$ cat config.mk
export PLATFORM = sky130hd
export DESIGN_NAME = tmds_decoder
export DESIGN_NICKNAME = d
export VERILOG_FILES = /design/src/rtl/tmds_pkg.sv /design/src/rtl/tmds_word_decode.sv /design/src/rtl/tmds_decoder.sv
export SDC_FILE = /design/constraint.sdc
export NUM_CORES = 1
export LEC_CHECK = 0
export CORE_UTILIZATION = 42
export DETAILED_ROUTE_END_ITERATION = 10
export GPL_TIMING_DRIVEN = 1
export PLACE_DENSITY = 0.59
export SYNTH_ARGS = -nofsm -noshare
export SYNTH_HDL_FRONTEND = slang
export SYNTH_SLANG_ARGS = --single-unit
$ cat constraint.sdc
create_clock -name clk_in -period 2.03 [get_ports clk_in]
set_input_delay 0.406 -clock clk_in [delete_from_list [all_inputs] [get_ports clk_in]]
set_output_delay 0.406 -clock clk_in [all_outputs]
set_load 0.005 [all_outputs]
$ cat src/rtl/tmds_pkg.sv
// tmds_pkg: TMDS control-token codes, receiver FSM state type and token classifier.
package tmds_pkg;

    localparam logic [9:0] CTRL_00 = 10'b1101010100;
    localparam logic [9:0] CTRL_01 = 10'b0010101011;
    localparam logic [9:0] CTRL_10 = 10'b0101010100;
    localparam logic [9:0] CTRL_11 = 10'b1010101011;

    typedef enum logic [1:0] {SEARCH, SLIP_WAIT, LOCKED} state_t;

    // Returns {is_ctrl, ctrl[1:0]}; ctrl is 0 for data symbols.
    function automatic logic [2:0] token_decode(input logic [9:0] word);
        return word == CTRL_00 ? 3'b100 :
               word == CTRL_01 ? 3'b101 :
               word == CTRL_10 ? 3'b110 :
               word == CTRL_11 ? 3'b111 : 3'b000;
    endfunction

endpackage

$ cat src/rtl/tmds_word_decode.sv
// tmds_word_decode: combinational 10b TMDS data symbol to 8-bit byte decode.
module tmds_word_decode (
    input  logic [9:0] word,
    output logic [7:0] data
);

    logic [7:0] q;

    assign q    = word[9] ? ~word[7:0] : word[7:0];
    // word[8] selects XOR (1) or XNOR (0) transition coding of the original byte.
    assign data = {q[7:1] ^ q[6:0] ^ {7{~word[8]}}, q[0]};

endmodule

$ cat src/rtl/tmds_decoder.sv
// tmds_decoder: TMDS receive channel -- bit-slip word alignment, lock tracking, 2-cycle symbol decode.
// Define TMDS_DEC_SLIP_CNT_EN to add the saturating slip_count_out port.
module tmds_decoder
    import tmds_pkg::*;
#(
    parameter int LOCK_TOKENS    = 8,
    parameter int SEARCH_TIMEOUT = 2048,
    parameter int SLIP_WAIT      = 4
) (
    input  logic       clk_in,
    input  logic       rst_in,
    input  logic [9:0] tmds_in,
    output logic       bitslip_out,
    output logic       locked_out,
    output logic       de_out,
    output logic [7:0] data_out,
`ifdef TMDS_DEC_SLIP_CNT_EN
    output logic [7:0] slip_count_out,
`endif
    output logic [1:0] control_out
);

    localparam int TW = $clog2(SEARCH_TIMEOUT + 1);
    localparam int RW = $clog2(LOCK_TOKENS + 1);
    localparam int WW = $clog2(SLIP_WAIT + 1);
    localparam logic [TW-1:0] TO_MAX   = TW'(SEARCH_TIMEOUT);
    localparam logic [TW-1:0] TO_TRIP  = TW'(SEARCH_TIMEOUT - 2);
    localparam logic [RW-1:0] RUN_MAX  = RW'(LOCK_TOKENS);
    localparam logic [RW-1:0] RUN_TRIP = RW'(LOCK_TOKENS - 1);
    localparam logic [WW-1:0] WAIT_MAX  = WW'(SLIP_WAIT);
    localparam logic [WW-1:0] WAIT_TRIP = WW'(SLIP_WAIT - 1);

    state_t          state, state_n;
    logic [TW-1:0]   to_cnt, to_n, to_inc;
    logic [RW-1:0]   run_cnt, run_n, run_inc;
    logic [WW-1:0]   wait_cnt, wait_n, wait_inc;
    logic            slip_n;
    logic [2:0]      tok;
    logic [9:0]      s1_word;
    logic            s1_ctrl;
    logic [1:0]      s1_cval;
    logic [7:0]      dec;

    assign tok        = token_decode(tmds_in);
    assign locked_out = state == LOCKED;
    assign to_inc     = to_cnt == TO_MAX ? to_cnt : to_cnt + 1'b1;
    assign run_inc    = run_cnt == RUN_MAX ? run_cnt : run_cnt + 1'b1;
    assign wait_inc   = wait_cnt == WAIT_MAX ? wait_cnt : wait_cnt + 1'b1;

    tmds_word_decode u_word_decode (
        .word (s1_word),
        .data (dec)
    );

    // Thresholds compare against the value the counter is about to take.
    always_comb begin
        state_n = state;
        to_n    = to_cnt;
        run_n   = run_cnt;
        wait_n  = wait_cnt;
        slip_n  = 1'b0;
        case (state)
            SEARCH: begin
                if (s1_ctrl && run_cnt == RUN_TRIP) begin
                    state_n = LOCKED;
                    to_n    = '0;
                    run_n   = '0;
                end else if (to_cnt == TO_TRIP) begin
                    state_n = tmds_pkg::SLIP_WAIT;
                    slip_n  = 1'b1;
                    to_n    = '0;
                    run_n   = '0;
                end else begin
                    run_n = s1_ctrl ? run_inc : '0;
                    to_n  = to_inc;
                end
            end
            tmds_pkg::SLIP_WAIT: begin
                state_n = wait_cnt == WAIT_TRIP ? SEARCH : state;
                wait_n  = wait_cnt == WAIT_TRIP ? '0 : wait_inc;
            end
            LOCKED: begin
                state_n = !s1_ctrl && to_cnt == TO_TRIP ? SEARCH : state;
                to_n    = s1_ctrl || to_cnt == TO_TRIP ? '0 : to_inc;
            end
            default: state_n = SEARCH;
        endcase
    end

    always_ff @(posedge clk_in or negedge rst_in) begin
        if (!rst_in) begin
            state       <= SEARCH;
            to_cnt      <= '0;
            run_cnt     <= '0;
            wait_cnt    <= '0;
            bitslip_out <= 1'b0;
            s1_word     <= '0;
            s1_ctrl     <= 1'b0;
            s1_cval     <= '0;
            de_out      <= 1'b0;
            data_out    <= '0;
            control_out <= '0;
        end else begin
            state       <= state_n;
            to_cnt      <= to_n;
            run_cnt     <= run_n;
            wait_cnt    <= wait_n;
            bitslip_out <= slip_n;
            s1_word     <= tmds_in;
            s1_ctrl     <= tok[2];
            s1_cval     <= tok[1:0];
            de_out      <= locked_out && !s1_ctrl;
            data_out    <= locked_out && !s1_ctrl ? dec : '0;
            control_out <= locked_out && s1_ctrl ? s1_cval : control_out;
        end
    end

`ifdef TMDS_DEC_SLIP_CNT_EN
    always_ff @(posedge clk_in or negedge rst_in) begin
        if (!rst_in)
            slip_count_out <= '0;
        else if (bitslip_out && slip_count_out != 8'hff)
            slip_count_out <= slip_count_out + 1'b1;
    end
`endif

endmodule

==> Word level (Yosys, flattened, before mapping) <==
Index checks and enable logic that the tools add are counted.
{ "totals": {"regBits": 46, "output_inout_bits": 13, "in_bits": 12} }
{ "op_classes": {"n_eq_ne": 17, "add_sub_neg": 3, "n_reduce_logical": 11, "n_mux": 25, "bitwise_logic": 4} }
{ "ops": {"columns": ["op", "n"], "rows": [
  ["$mux W12", 4],
  ["$pmux W12 S2", 1],
  ["$eq A10 B10 Y1 const B", 2],
  ["$mux W3", 6],
  ["$mux W4", 4],
  ["$mux W8", 2],
  ["$xor A7 B7 Y7", 2],
  ["$add A12 B1 Y12 const B", 1],
  ["$eq A12 B11 Y1 const B", 1],
  ["$eq A12 B12 Y1 const B", 1],
  ["$eq A10 B8 Y1 const B", 1],
  ["$eq A10 B9 Y1 const B", 1],
  ["$mux W2", 4],
  ["$not A8 Y8", 1],
  ["$pmux W2 S3", 1],
  ["$add A4 B1 Y4 const B", 1],
  ["$eq A4 B3 Y1 const B", 1],
  ["$eq A4 B4 Y1 const B", 1],
  ["$logic_and A1 B1 Y1", 4],
  ["$ne A2 B1 Y1 const B", 2],
  ["$ne A4 B2 Y1 const B", 1],
  ["$reduce_and A2 Y1", 2],
  ["$add A3 B1 Y3 const B", 1],
  ["$eq A3 B2 Y1 const B", 1],
  ["other kinds (12)", 14]
]} }

==> Longest topological paths before layout <==
{ "logic_depth": {"depth_word": 5, "depth_mapped": 7, "depth_no_buf": 6} }

==> Modules after synthesis <==
A second synthesis with hierarchy kept.
{ "hier_totals": {"hier_cells": 198, "area_unflattened_um2": 2228.4} }
{ "by_module_without_submodules": {"columns": ["module", "area_each_um2", "seq_area_each_um2", "cells_each", "instances"], "rows": [
  ["tmds_decoder", 2050.7, 1151.1, 189, 1],
  ["tmds_word_decode", 177.7, 0.0, 9, 1]
]} }

==> Least setup slack after synthesis <==
OpenSTA, ideal clock, no wires.
{ "synth_path": {"path_type": "flip-flop to flip-flop", "start": "reg to_cnt[0]", "end": "reg to_cnt[5]", "required_time_ns": 1.943, "synth_period_minus_slack_ns": 1.598, "stages_incl_launch_ff": 7, "arrival_ns": 1.511, "path_slack_ns": 0.432, "path_buffers": 0, "cell_sequence": "dfrtp_1 -> inv_1 -> ha_1 -> nand3b_1 -> o31ai_4 -> or4_1 -> o211ai_1"} }
{ "synth_between": {"elab_chain_cells": 5} }
{ "synth_lines": {"columns": ["item", "line_no", "text"], "rows": [
  ["start, declared", "tmds_decoder.sv:34", "logic [TW-1:0] to_cnt, to_n, to_inc;"],
  ["start signal, assigned", "tmds_decoder.sv:105", "to_cnt <= to_n;"],
  ["$add A12 B1 Y12 / $eq A12 B12 Y1 (equally long branches)", "tmds_decoder.sv:46", "assign to_inc = to_cnt == TO_MAX ? to_cnt : to_cnt + 1'b1;"],
  ["$mux W12", "tmds_decoder.sv:46", null],
  ["$mux W12", "tmds_decoder.sv:68", "end else if (to_cnt == TO_TRIP) begin"],
  ["$mux W12", "tmds_decoder.sv:64", "if (s1_ctrl && run_cnt == RUN_TRIP) begin"],
  ["$pmux W12 S2 *", "tmds_decoder.sv:62", "case (state)"]
]} }
Mark *: on every way between the ends. The rest lies on a longest branch, timed or not.
A chain may end at the register's enable or synchronous reset.

==> Final worst setup path <==
{ "layout_path": {"start": "reg run_cnt[0]", "end": "reg to_cnt[3]"} }
{ "layout_between": {"elab_chain_cells": 4} }
{ "layout_lines": {"columns": ["item", "line_no", "text"], "rows": [
  ["start, declared", "tmds_decoder.sv:35", "logic [RW-1:0] run_cnt, run_n, run_inc;"],
  ["start signal, assigned", "tmds_decoder.sv:106", "run_cnt <= run_n;"],
  ["$eq A4 B3 Y1", "tmds_decoder.sv:64", null],
  ["$logic_and A1 B1 Y1", "tmds_decoder.sv:64", null],
  ["$mux W12", "tmds_decoder.sv:64", null],
  ["$pmux W12 S2", "tmds_decoder.sv:62", null]
]} }
Every way passes these cells.

==> flow_summary_export.csv <==
group,metric,value,unit
run_status,status,"completed",
routing,wire_per_inst,13.8,um
timing,setup_violations,0,
clocking,cts_sinks,46,
yosys,synth-edff-count,0,
floorplan,dieWidth,76.0,um
finish,insertedDiodeCount,0,
floorplan,core-area,5170,um^2
routing,drt_pre_antenna_iters,4,
setup_path,crit_end,"to_cnt[3]$_DFFE_PN0P_",
global_route,grt_remaining_overflow,0,
setup_path,crit_required,2.24,ns
global_route,grt_pass1_vias,1622,
setup_path,r2r_slack,0.14,ns
routing,num_vias,1676,
setup_path,regToRegStartpoint,"run_cnt[0]$_DFFE_PN0P_",
yosys,syn_nets,228,
clocking,cts_buffers,5,
global_route,antenna_found_initial,0,
setup_path,r2r.worst_path.cells,6,
finish,fillers,483,
yosys,synth_top_area_share,0.501,
power,p_leak,0.00123,uW
finish,area_growth,19.3,%
timing,relSlewSlack,0.710,
yosys,async_flop_share,1.00,
power,intPower,1250,uW
power,sw_frac_of_total,0.222,
place,dpl.hpwl,3.23,mm
clocking,cts_tree,"yes",
timing,rsz0062_at_grt,"false",
yosys,ys.flop_type,"dfrtp_1",
floorplan,die_y,76.0,um
power,combPwrFrac,0.049,
timing,holdWs,0.0329,ns
worst_hold_path,hold_path_class,"input pin to asynchronous set/reset pin",
timing,max_slew.worst_pin.slew,0.435,ns
routing,routed_wl,4.32,mm
clocking,ctsHtreeMaxLevel,2,
setup_path,worstPathArrival,2.10,ns
timing,finalSetupTns,0,ns
power,p_switching,356,uW
clocking,cts_root_buffer,"clkbuf_8",
global_route,grt_max_degree,21,
yosys,synth_top_area_cell,"dfrtp_1",
yosys,synth-seq-cells,46,
yosys,syn_area,2300,um^2
clocking,clk_pin_slew,0.09,ns
routing,ant_nets,0,
clocking,clockBufferDepth,2,
timing,max_freq,529,MHz
routing,drc,0,
floorplan,io_pins,25,
setup_path,critPathKind,"register to register",
floorplan,start_util,0.444,
timing,skew,0.00426,ns
floorplan,dieArea,5770,um^2
timing,min_period,1.89,ns
setup_path,crit_fanout,7,
power,ir_worst_vdd,439,uV
setup_path,start_kind,"register",
timing,slew_viol_final,0,
setup_path,crit_start,"run_cnt[0]$_DFFE_PN0P_",
finish,drive_above_1_share,0.123,
clocking,clkLatencyLatePin,0.30,ns
routing,drtIter0Drc,98,
setup_path,critPathCaptureType,"register",
power,power.density,586,nW/um^2
yosys,ys_warn_count,0,
yosys,synthCells,209,
clocking,hold_buffers,0,
routing,vias_per_cell,5.35,
yosys,synth_cell_types,47,
power,clock_power_share,0.370,
timing,hold_viol,0,
yosys,ys_top_cells_by_area,"dfrtp_1, xnor2_1, ha_1",
setup_path,rr_endpoint,"to_cnt[3]$_DFFE_PN0P_",
place,place.gp.congestion,0.865,
timing,fin_crit_sh,0.930,
power,p_seq_frac,0.581,
floorplan,num_rows,26,
power,p_total,1610,uW
place,port_buffers,24,
global_route,grt_pass1_wl,7.69,mm
yosys,avgSynthCellArea,11.0,um^2
run,max_cap_violations,0,
global_route,grt_usage,0.167,
yosys,seq_area_frac_synth,0.501,
finish,nets,261,
layer usage:
layer | vias up | wire [um] | track usage
met5 | - | 0 | 0
met4 | 0 | 66 | 0.0692
met3 | 5 | 153 | 0.0313
met2 | 30 | 2050 | 0.261
met1 | 818 | 2060 | 0.227
li1 | 823 | - | -
cells in the final DEF, fill, tap and decap left out, types with 2 or more instances in the layout:
master / Yosys / routed
and2_1: 2 / 2
o21ai_0: 4 / 4
nor4_1: 5 / 5
nor2_1: 15 / 15
nor4bb_1: 2 / 2
nor3_1: 12 / 12
a21oi_1: 3 / 3
dfrtp_1: 46 / 45
a31o_1: 2 / 2
a22o_1: 3 / 3
o31ai_1: 8 / 8
and3_1: 3 / 3
mux2i_1: 3 / 3
ha_1: 7 / 7
a211oi_1: 2 / 2
a221o_1: 2 / 2
clkbuf_8: 0 / 6
or4_1: 2 / 2
buf_4: 0 / 10
nand3b_1: 3 / 3
nand4_4: 2 / 2
o211ai_1: 2 / 2
a21o_1: 4 / 4
nor2b_1: 2 / 2
nand3_1: 3 / 3
nand4_1: 5 / 5
mux2_2: 4 / 4
inv_1: 12 / 12
clkdlybuf4s50_1: 0 / 23
nand2_1: 14 / 14
xnor2_1: 13 / 13
stage by stage:
stage               worst slack, ns   util  instances  instance area, um^2
global placement              0.203  0.507        302                 2620
detailed placement            0.121  0.507        302                 2620
CTS                           0.113  0.525        310                 2720
floorplan                     0.432      -        209                 2300
finish                        0.141  0.530        313                 2740
global route                 0.0295  0.530        313                 2740
what timing repair did:
item	CTS	global route
setup buffers	0	3
resized for setup	0	1
endpoints found under the setup margin	0	6
critical path, stage by stage, from the launching register on:
cell and delay [ns]:
dfrtp_1 0.42, ha_1 0.24, nand4b_1 0.20, o31ai_4 0.13
buf_4 0.18, or4_1 0.51, o211ai_1 0.11
synthesized netlist by cell type, types with 3 or more instances:
cell / count
nand4_1: 5
nor4_1: 5
nand3b_1: 3
a21o_1: 4
and3_1: 3
dfrtp_1: 46
a22o_1: 3
o21ai_0: 4
inv_1: 12
nand2_1: 14
nand3_1: 3
mux2_2: 4
ha_1: 7
nor2_1: 15
a21oi_1: 3
mux2i_1: 3
xnor2_1: 13
buf_2: 4
nor3_1: 12
o31ai_1: 8
state kept, by name, indices dropped and copies added, names as in the netlist:
register     cells
to_cnt          12
s1_word         10
data_out         8
run_cnt          4
wait_cnt         3
control_out      2
s1_cval          2
state            2
bitslip_out      1
de_out           1
s1_ctrl          1
cells by family after synthesis:
logic type               share of synthesized area
multiplexers                                0.0327
AO/OA/AOI/OAI                                0.132
buffers and inverters                       0.0414
AND/OR/NAND/NOR                              0.205
adder cells (fa/ha/maj)                     0.0381
flip-flops                                   0.501
XOR/XNOR                                    0.0496
cell type report:
| cell class | instances | area (um^2) | share of cell area |
|---|---|---|---|
| clock buffer | 7 | 86.3 | 0.0315 |
| clock inverter | 1 | 8.76 | 0.00319 |
| inverter | 12 | 45.0 | 0.0164 |
| multi-input combinational | 143 | 1050 | 0.383 |
| sequential | 46 | 1150 | 0.420 |
| tap | 70 | 87.6 | 0.0319 |
| timing repair buffer | 34 | 310 | 0.113 |
power groups by stage:
stage               sequential (uW)  clock [uW]  combinational (uW)
floorplan                       950           0                34.8
global placement                952           0                81.3
detailed placement              952           0                82.1
CTS                             934         616                81.9
global route                    935         659                89.6
finish                          933         594                79.3
how the worst min path moves through the flow:
| stage | start | to | slack, ns |
|---|---|---|---|
| 2_1_floorplan | rst_in | bitslip_out$_DFF_PN0_ | 0.11 |
| 3_3_place_gp | rst_in | run_cnt[0]$_DFFE_PN0P_ | 0.37 |
| 3_5_place_dp | rst_in | run_cnt[0]$_DFFE_PN0P_ | 0.38 |
| 4_1_cts | rst_in | run_cnt[0]$_DFFE_PN0P_ | 0.05 |
| 5_1_grt | rst_in | run_cnt[0]$_DFFE_PN0P_ | 0.05 |
| 6_report | rst_in | run_cnt[0]$_DFFE_PN0P_ | 0.03 |
Power figures use the tool's default switching activity.
